`config.mk`:
```
export PLATFORM = sky130hd
export DESIGN_NAME = pipelined_chunk_adder
export DESIGN_NICKNAME = d
export VERILOG_FILES = /design/src/rtl/adder_pkg.sv /design/src/rtl/chunk_add.sv /design/src/rtl/pipelined_chunk_adder.sv
export SDC_FILE = /design/constraint.sdc
export NUM_CORES = 1
export LEC_CHECK = 0
export BUFFER_PORTS_ARGS = -buffer_cell sky130_fd_sc_hd__buf_2
export CAP_MARGIN = 40
export CORE_MARGIN = 2
export CORE_UTILIZATION = 63
export DETAILED_ROUTE_END_ITERATION = 10
export PLACE_DENSITY = 0.95
export SYNTH_ARGS = -nofsm -noshare
export SYNTH_HDL_FRONTEND = slang
export SYNTH_SLANG_ARGS = --single-unit
export TNS_END_PERCENT = 20
```
`constraint.sdc`:
```
create_clock -name Clk -period 9.2 [get_ports Clk]
set_input_delay 2.3 -clock Clk [delete_from_list [all_inputs] [get_ports Clk]]
set_output_delay 2.3 -clock Clk [all_outputs]
set_load 0.005 [all_outputs]
```
`src/rtl/adder_pkg.sv`:
```
// Shared constants for the pipelined chunk adder: default geometry,
// the chunk-count helper and the add/subtract mode encoding.
package adder_pkg;

  localparam int DEFAULT_WIDTH = 16;
  localparam int DEFAULT_CHUNK = 4;

  localparam logic ADD = 1'b0;
  localparam logic SUB = 1'b1;

  function automatic int calc_nchunk(input int width, input int chunk);
    return width / chunk;
  endfunction

endpackage

```
`src/rtl/chunk_add.sv`:
```
// Combinational W-bit ripple adder built from full-adder cells; one
// instance resolves one chunk of the pipelined adder.
module chunk_add #(
  parameter int W = 4
) (
  input  logic [W-1:0] a,
  input  logic [W-1:0] b,
  input  logic         cin,
  output logic [W-1:0] s,
  output logic         cout
);

  logic [W:0] c;

  assign c[0] = cin;

  for (genvar gi = 0; gi < W; gi++) begin : g_fa
    assign s[gi]   = a[gi] ^ b[gi] ^ c[gi];
    assign c[gi+1] = (a[gi] & b[gi]) | (c[gi] & (a[gi] ^ b[gi]));
  end

  assign cout = c[W];

endmodule

```
`src/rtl/pipelined_chunk_adder.sv`:
```
// WIDTH-bit adder/subtractor resolving one CHUNK-bit slice per stage, with a
// single global advance enable shared by valid/ready on both sides.
module pipelined_chunk_adder
  import adder_pkg::*;
#(
  parameter int WIDTH = DEFAULT_WIDTH,
  parameter int CHUNK = DEFAULT_CHUNK
) (
  input  logic                                  Clk,
  input  logic                                  Rst,
  input  logic                                  in_valid,
  output logic                                  in_ready,
  input  logic [WIDTH-1:0]                      a,
  input  logic [WIDTH-1:0]                      b,
  input  logic                                  cIn,
  input  logic                                  sub,
  output logic                                  out_valid,
  input  logic                                  out_ready,
  output logic [WIDTH-1:0]                      sum,
  output logic [calc_nchunk(WIDTH, CHUNK)-1:0]  cout_chunks,
  output logic                                  carry_out,
  output logic                                  overflow
);

  localparam int NCHUNK = calc_nchunk(WIDTH, CHUNK);
  localparam int MSB    = WIDTH - 1;

  // Level 0 holds freshly accepted operands; level k+1 holds the result of
  // chunk k, so level NCHUNK is the fully resolved sum.
  logic [WIDTH-1:0]  a_q   [0:NCHUNK];
  logic [WIDTH-1:0]  a_d   [0:NCHUNK];
  logic [WIDTH-1:0]  b_q   [0:NCHUNK];
  logic [WIDTH-1:0]  b_d   [0:NCHUNK];
  logic [WIDTH-1:0]  sum_q [0:NCHUNK];
  logic [WIDTH-1:0]  sum_d [0:NCHUNK];
  logic [NCHUNK-1:0] cc_q  [0:NCHUNK];
  logic [NCHUNK-1:0] cc_d  [0:NCHUNK];
  logic [NCHUNK:0]   v_q, v_d;
  logic [NCHUNK-1:0] c_q, c_d;

  logic [CHUNK-1:0]  chunk_s [0:NCHUNK-1];
  logic [NCHUNK-1:0] chunk_co;

  logic             adv;
  logic [WIDTH-1:0] b_eff;
  logic             c0;

  assign adv      = !v_q[NCHUNK] || out_ready;
  assign in_ready = adv;

  assign b_eff = (sub == SUB) ? ~b : b;
  assign c0    = (sub == SUB) ? 1'b1 : cIn;

  for (genvar gi = 0; gi < NCHUNK; gi++) begin : g_stage
    chunk_add #(
      .W(CHUNK)
    ) u_chunk (
      .a   (a_q[gi][gi*CHUNK +: CHUNK]),
      .b   (b_q[gi][gi*CHUNK +: CHUNK]),
      .cin (c_q[gi]),
      .s   (chunk_s[gi]),
      .cout(chunk_co[gi])
    );
  end

  always_comb begin
    v_d[0]   = in_valid;
    a_d[0]   = a;
    b_d[0]   = b_eff;
    sum_d[0] = '0;
    cc_d[0]  = '0;
    c_d      = '0;
    c_d[0]   = c0;
    for (int l = 1; l <= NCHUNK; l++) begin
      v_d[l]   = v_q[l-1];
      a_d[l]   = a_q[l-1];
      b_d[l]   = b_q[l-1];
      sum_d[l] = sum_q[l-1];
      sum_d[l][(l-1)*CHUNK +: CHUNK] = chunk_s[l-1];
      cc_d[l]  = cc_q[l-1];
      cc_d[l][l-1] = chunk_co[l-1];
    end
    for (int l = 1; l < NCHUNK; l++) begin
      c_d[l] = chunk_co[l-1];
    end
  end

  always_ff @(posedge Clk or posedge Rst) begin
    if (Rst) begin
      v_q <= '0;
      c_q <= '0;
      for (int l = 0; l <= NCHUNK; l++) begin
        a_q[l]   <= '0;
        b_q[l]   <= '0;
        sum_q[l] <= '0;
        cc_q[l]  <= '0;
      end
    end else if (adv) begin
      v_q   <= v_d;
      c_q   <= c_d;
      a_q   <= a_d;
      b_q   <= b_d;
      sum_q <= sum_d;
      cc_q  <= cc_d;
    end
  end

  assign out_valid   = v_q[NCHUNK];
  assign sum         = sum_q[NCHUNK];
  assign cout_chunks = cc_q[NCHUNK];
  assign carry_out   = cc_q[NCHUNK][NCHUNK-1];
  // Operand MSBs travel with the result so overflow needs no extra stage.
  assign overflow    = (a_q[NCHUNK][MSB] == b_q[NCHUNK][MSB]) &&
                       (sum_q[NCHUNK][MSB] != a_q[NCHUNK][MSB]);

endmodule

```
==> results.py <==
metrics = {
    "worst_setup_path": {
        "end_kind": "primary output",
        "cp.buffers_inverters": 2,
        "cp-start-kind": "input port",
        "path_common_cell": "buf_2",
        "slowest_delay_ps": 400,
        "cp.required_ps": 6900,
        "path_depth": 3,
        "crit_type": "input port to primary output",
        "crit_path_max_fanout": 19,
        "arrival_ps": 3150,
        "reg2reg_depth": 5,
        "critPathTopFamily": "buffers and inverters",
        "cp_cell_sequence": "buf_2 -> nand2b_4 -> buf_2",
        "cpMaxStageDelayCell": "nand2b_4",
    },
    "placed_design": {
        "port_buffers": 61,
        "hpwl_mm": 6.61,
        "routabilityCongestion": 0.773,
    },
    "cells_and_area": {
        "register_area_sq_um": 3450,
        "multiInputGateArea_sq_um": 2400,
        "layout.cells.most_common": "dfrtp_1",
        "drive_gt1_frac": 0.482,
        "syn2layout_area_growth_pct": 14.2,
        "nFillCells": 586,
        "n_antenna_cell": 0,
        "final_cell_mix": "dfrtp_1, mux2_4, buf_2, mux2_2, inv_1",
        "finalNetCount": 494,
    },
    "cts": {
        "clk_pin_slew_ps": 60,
        "clockRootBuffer": "clkbuf_8",
        "cts_sinks": 138,
        "clock_path_buffers": 2,
        "clk_latency_ps": 540,
        "h-tree-depth": 4,
        "postCtsHoldBufs": 0,
        "cts_setup_buffers": 0,
        "ctsResizeCount": 0,
        "cts_buffers": 17,
        "cts_tree": "built",
    },
    "timing": {
        "hold_ws_ps": 484,
        "skew_ps": 7.59,
        "maxSlewHeadroom": 0.460,
        "rsz0062_at_grt": "false",
        "setup_viol_count_final": 0,
        "finalCriticalPeriod_ps": 5450,
        "finalHoldViolCount": 0,
        "slew_viol_final": 0,
        "worst_pin_slew_ps": 810,
        "setup-tns-final_ps": 0,
        "min_period_over_period": 0.593,
        "fmaxAchievable_mhz": 183,
    },
    "power_and_ir_drop": {
        "peakVddDrop_v": 0.000153,
        "power.switching_mw": 0.789,
        "combinationalPowerShare": 0.344,
        "power_density_nw_per_um2": 374,
        "netSwitchingFraction": 0.299,
        "internal-power_mw": 1.85,
        "power_frac_clock": 0.243,
        "leakagePower_nw": 3.46,
        "seqPwrFrac": 0.413,
    },
    "drt": {
        "totalWireLength_mm": 10.6,
        "antenna_left": 0,
        "dr_wl_met2_mm": 5.14,
        "wl_met3_microns": 387,
        "viasPerCell": 5.13,
        "drt_iter0_markers": 172,
        "route.detailed.drc": 0,
        "vias": 3001,
        "first_pass_iters": 4,
        "top_layer": "met4",
        "met1_length_mm": 4.84,
        "wl_per_cell_microns": 18.2,
    },
    "yosys": {
        "synthCells": 375,
        "synth_fp_nets": 429,
        "yosysSeqAreaShare": 0.559,
        "yosys.cell_types.count": 20,
        "ys_ff_latch": 138,
        "synth_area_per_cell_sq_um": 16.5,
        "ys_warn_count": 0,
        "syn_area_sq_um": 6180,
    },
    "hold_path": {
        "holdPathStages": 1,
        "min_path_type": "register to register",
    },
    "floorplan": {
        "fp.dieArea_sq_um": 10600,
        "die_h_microns": 103,
        "core_sq_um": 9640,
        "ioPinCount": 62,
        "rows": 36,
        "fp.dieW_microns": 103,
        "start_util": 0.641,
    },
    "status": {
        "status": "complete, no violations",
    },
    "global_routing": {
        "grt_usage": 0.226,
        "grt_pass1_wl_mm": 17.4,
        "grt_max_degree": 77,
        "antenna_found_initial": 0,
        "grt-ovfl-total": 0,
        "grt_pass1_vias": 3197,
    },
    "job": {
        "cap_violations": 0,
    },
}
final timing paths:
path | from | endpoint | slack [ps]
worst min register to register | v_q[3] | v_q[4] | 480
worst min-delay path | v_q[3] | v_q[4] | 480
worst max register to register | v_q[4] | a_d[62] | 6550
min in group asynchronous | Rst | a_d[57] | 1850
worst max-delay path | out_ready | in_ready | 3750
max in group asynchronous | Rst | a_q[15] | 6120
registers in the layout, indices dropped and copies added (netlist names):
signal,flops
cc_d,3
v_q,5
cout_chunks,4
sum_d,24
b_d,40
b_q,1
a_q,1
sum,16
a_d,40
c_q,4
Yosys cell counts (all sizes together):
library cell  instances  area [sq um]
nor2                  1          3.75
mux2                122          1720
o22ai                 1          6.26
nor3b                13          97.6
inv                  29           109
buf                  18           204
a21oi                13          65.1
nand2                 1          3.75
clkbuf                2          7.51
xnor2                 2          17.5
dfrtp               138          3450
mux2i                 2          20.0
fa                   16           320
nand2b                3          26.3
xor2                 14           123
kinds of logic after synthesis:
| family | Yosys count | share of synthesized area |
|---|---|---|
| compound gates | 14 | 0.0115 |
| fa+ha+maj | 16 | 0.0519 |
| flops | 138 | 0.559 |
| simple gates | 18 | 0.0213 |
| xor+xnor | 16 | 0.0227 |
| buf+inv | 49 | 0.0519 |
| mux | 124 | 0.282 |
power groups by stage:
stage | Sequential [mW] | Clock [mW] | Combinational [mW]
global placement | 1.07 | 0 | 0.821
global route | 1.12 | 0.674 | 0.993
floorplan | 1.02 | 0 | 0.730
CTS | 1.09 | 0.644 | 0.920
detailed placement | 1.09 | 0 | 0.882
finish | 1.09 | 0.641 | 0.908
worst register-to-register path: cells and delay by family (launching register included):
family | cells | cell delay [ps]
buffers and inverters | 3 | 1170
and+or+nand+nor | 1 | 370
DFF | 1 | 550
muxes | 1 | 440
layer usage:
layer,global-route usage,vias to the layer above
met5,0,-
met4,0.0992,0
met3,0.0603,24
met2,0.343,72
met1,0.311,1515
li1,-,1390
final cells by class:
| cell class | count | share of cell area |
|---|---|---|
| flip-flops and latches | 138 | 0.490 |
| clock buffers | 22 | 0.0642 |
| well taps | 133 | 0.0236 |
| multi-input cells | 188 | 0.341 |
| repair buffers | 66 | 0.0521 |
| clock inverters | 9 | 0.0138 |
| inverters | 29 | 0.0161 |
metrics by stage:
stage / power (mW) / cells / area, sq um / util / setup slack, ps
floorplan: 1.75 / 375 / 6180 / - / 3200
global placement: 1.89 / 552 / 6460 / 0.671 / 3820
detailed placement: 1.97 / 554 / 6500 / 0.675 / 3780
CTS: 2.66 / 585 / 7050 / 0.732 / 3740
global route: 2.79 / 585 / 7050 / 0.732 / 3700
finish: 2.64 / 585 / 7050 / 0.732 / 3750
(Power assumes the default switching activity.)
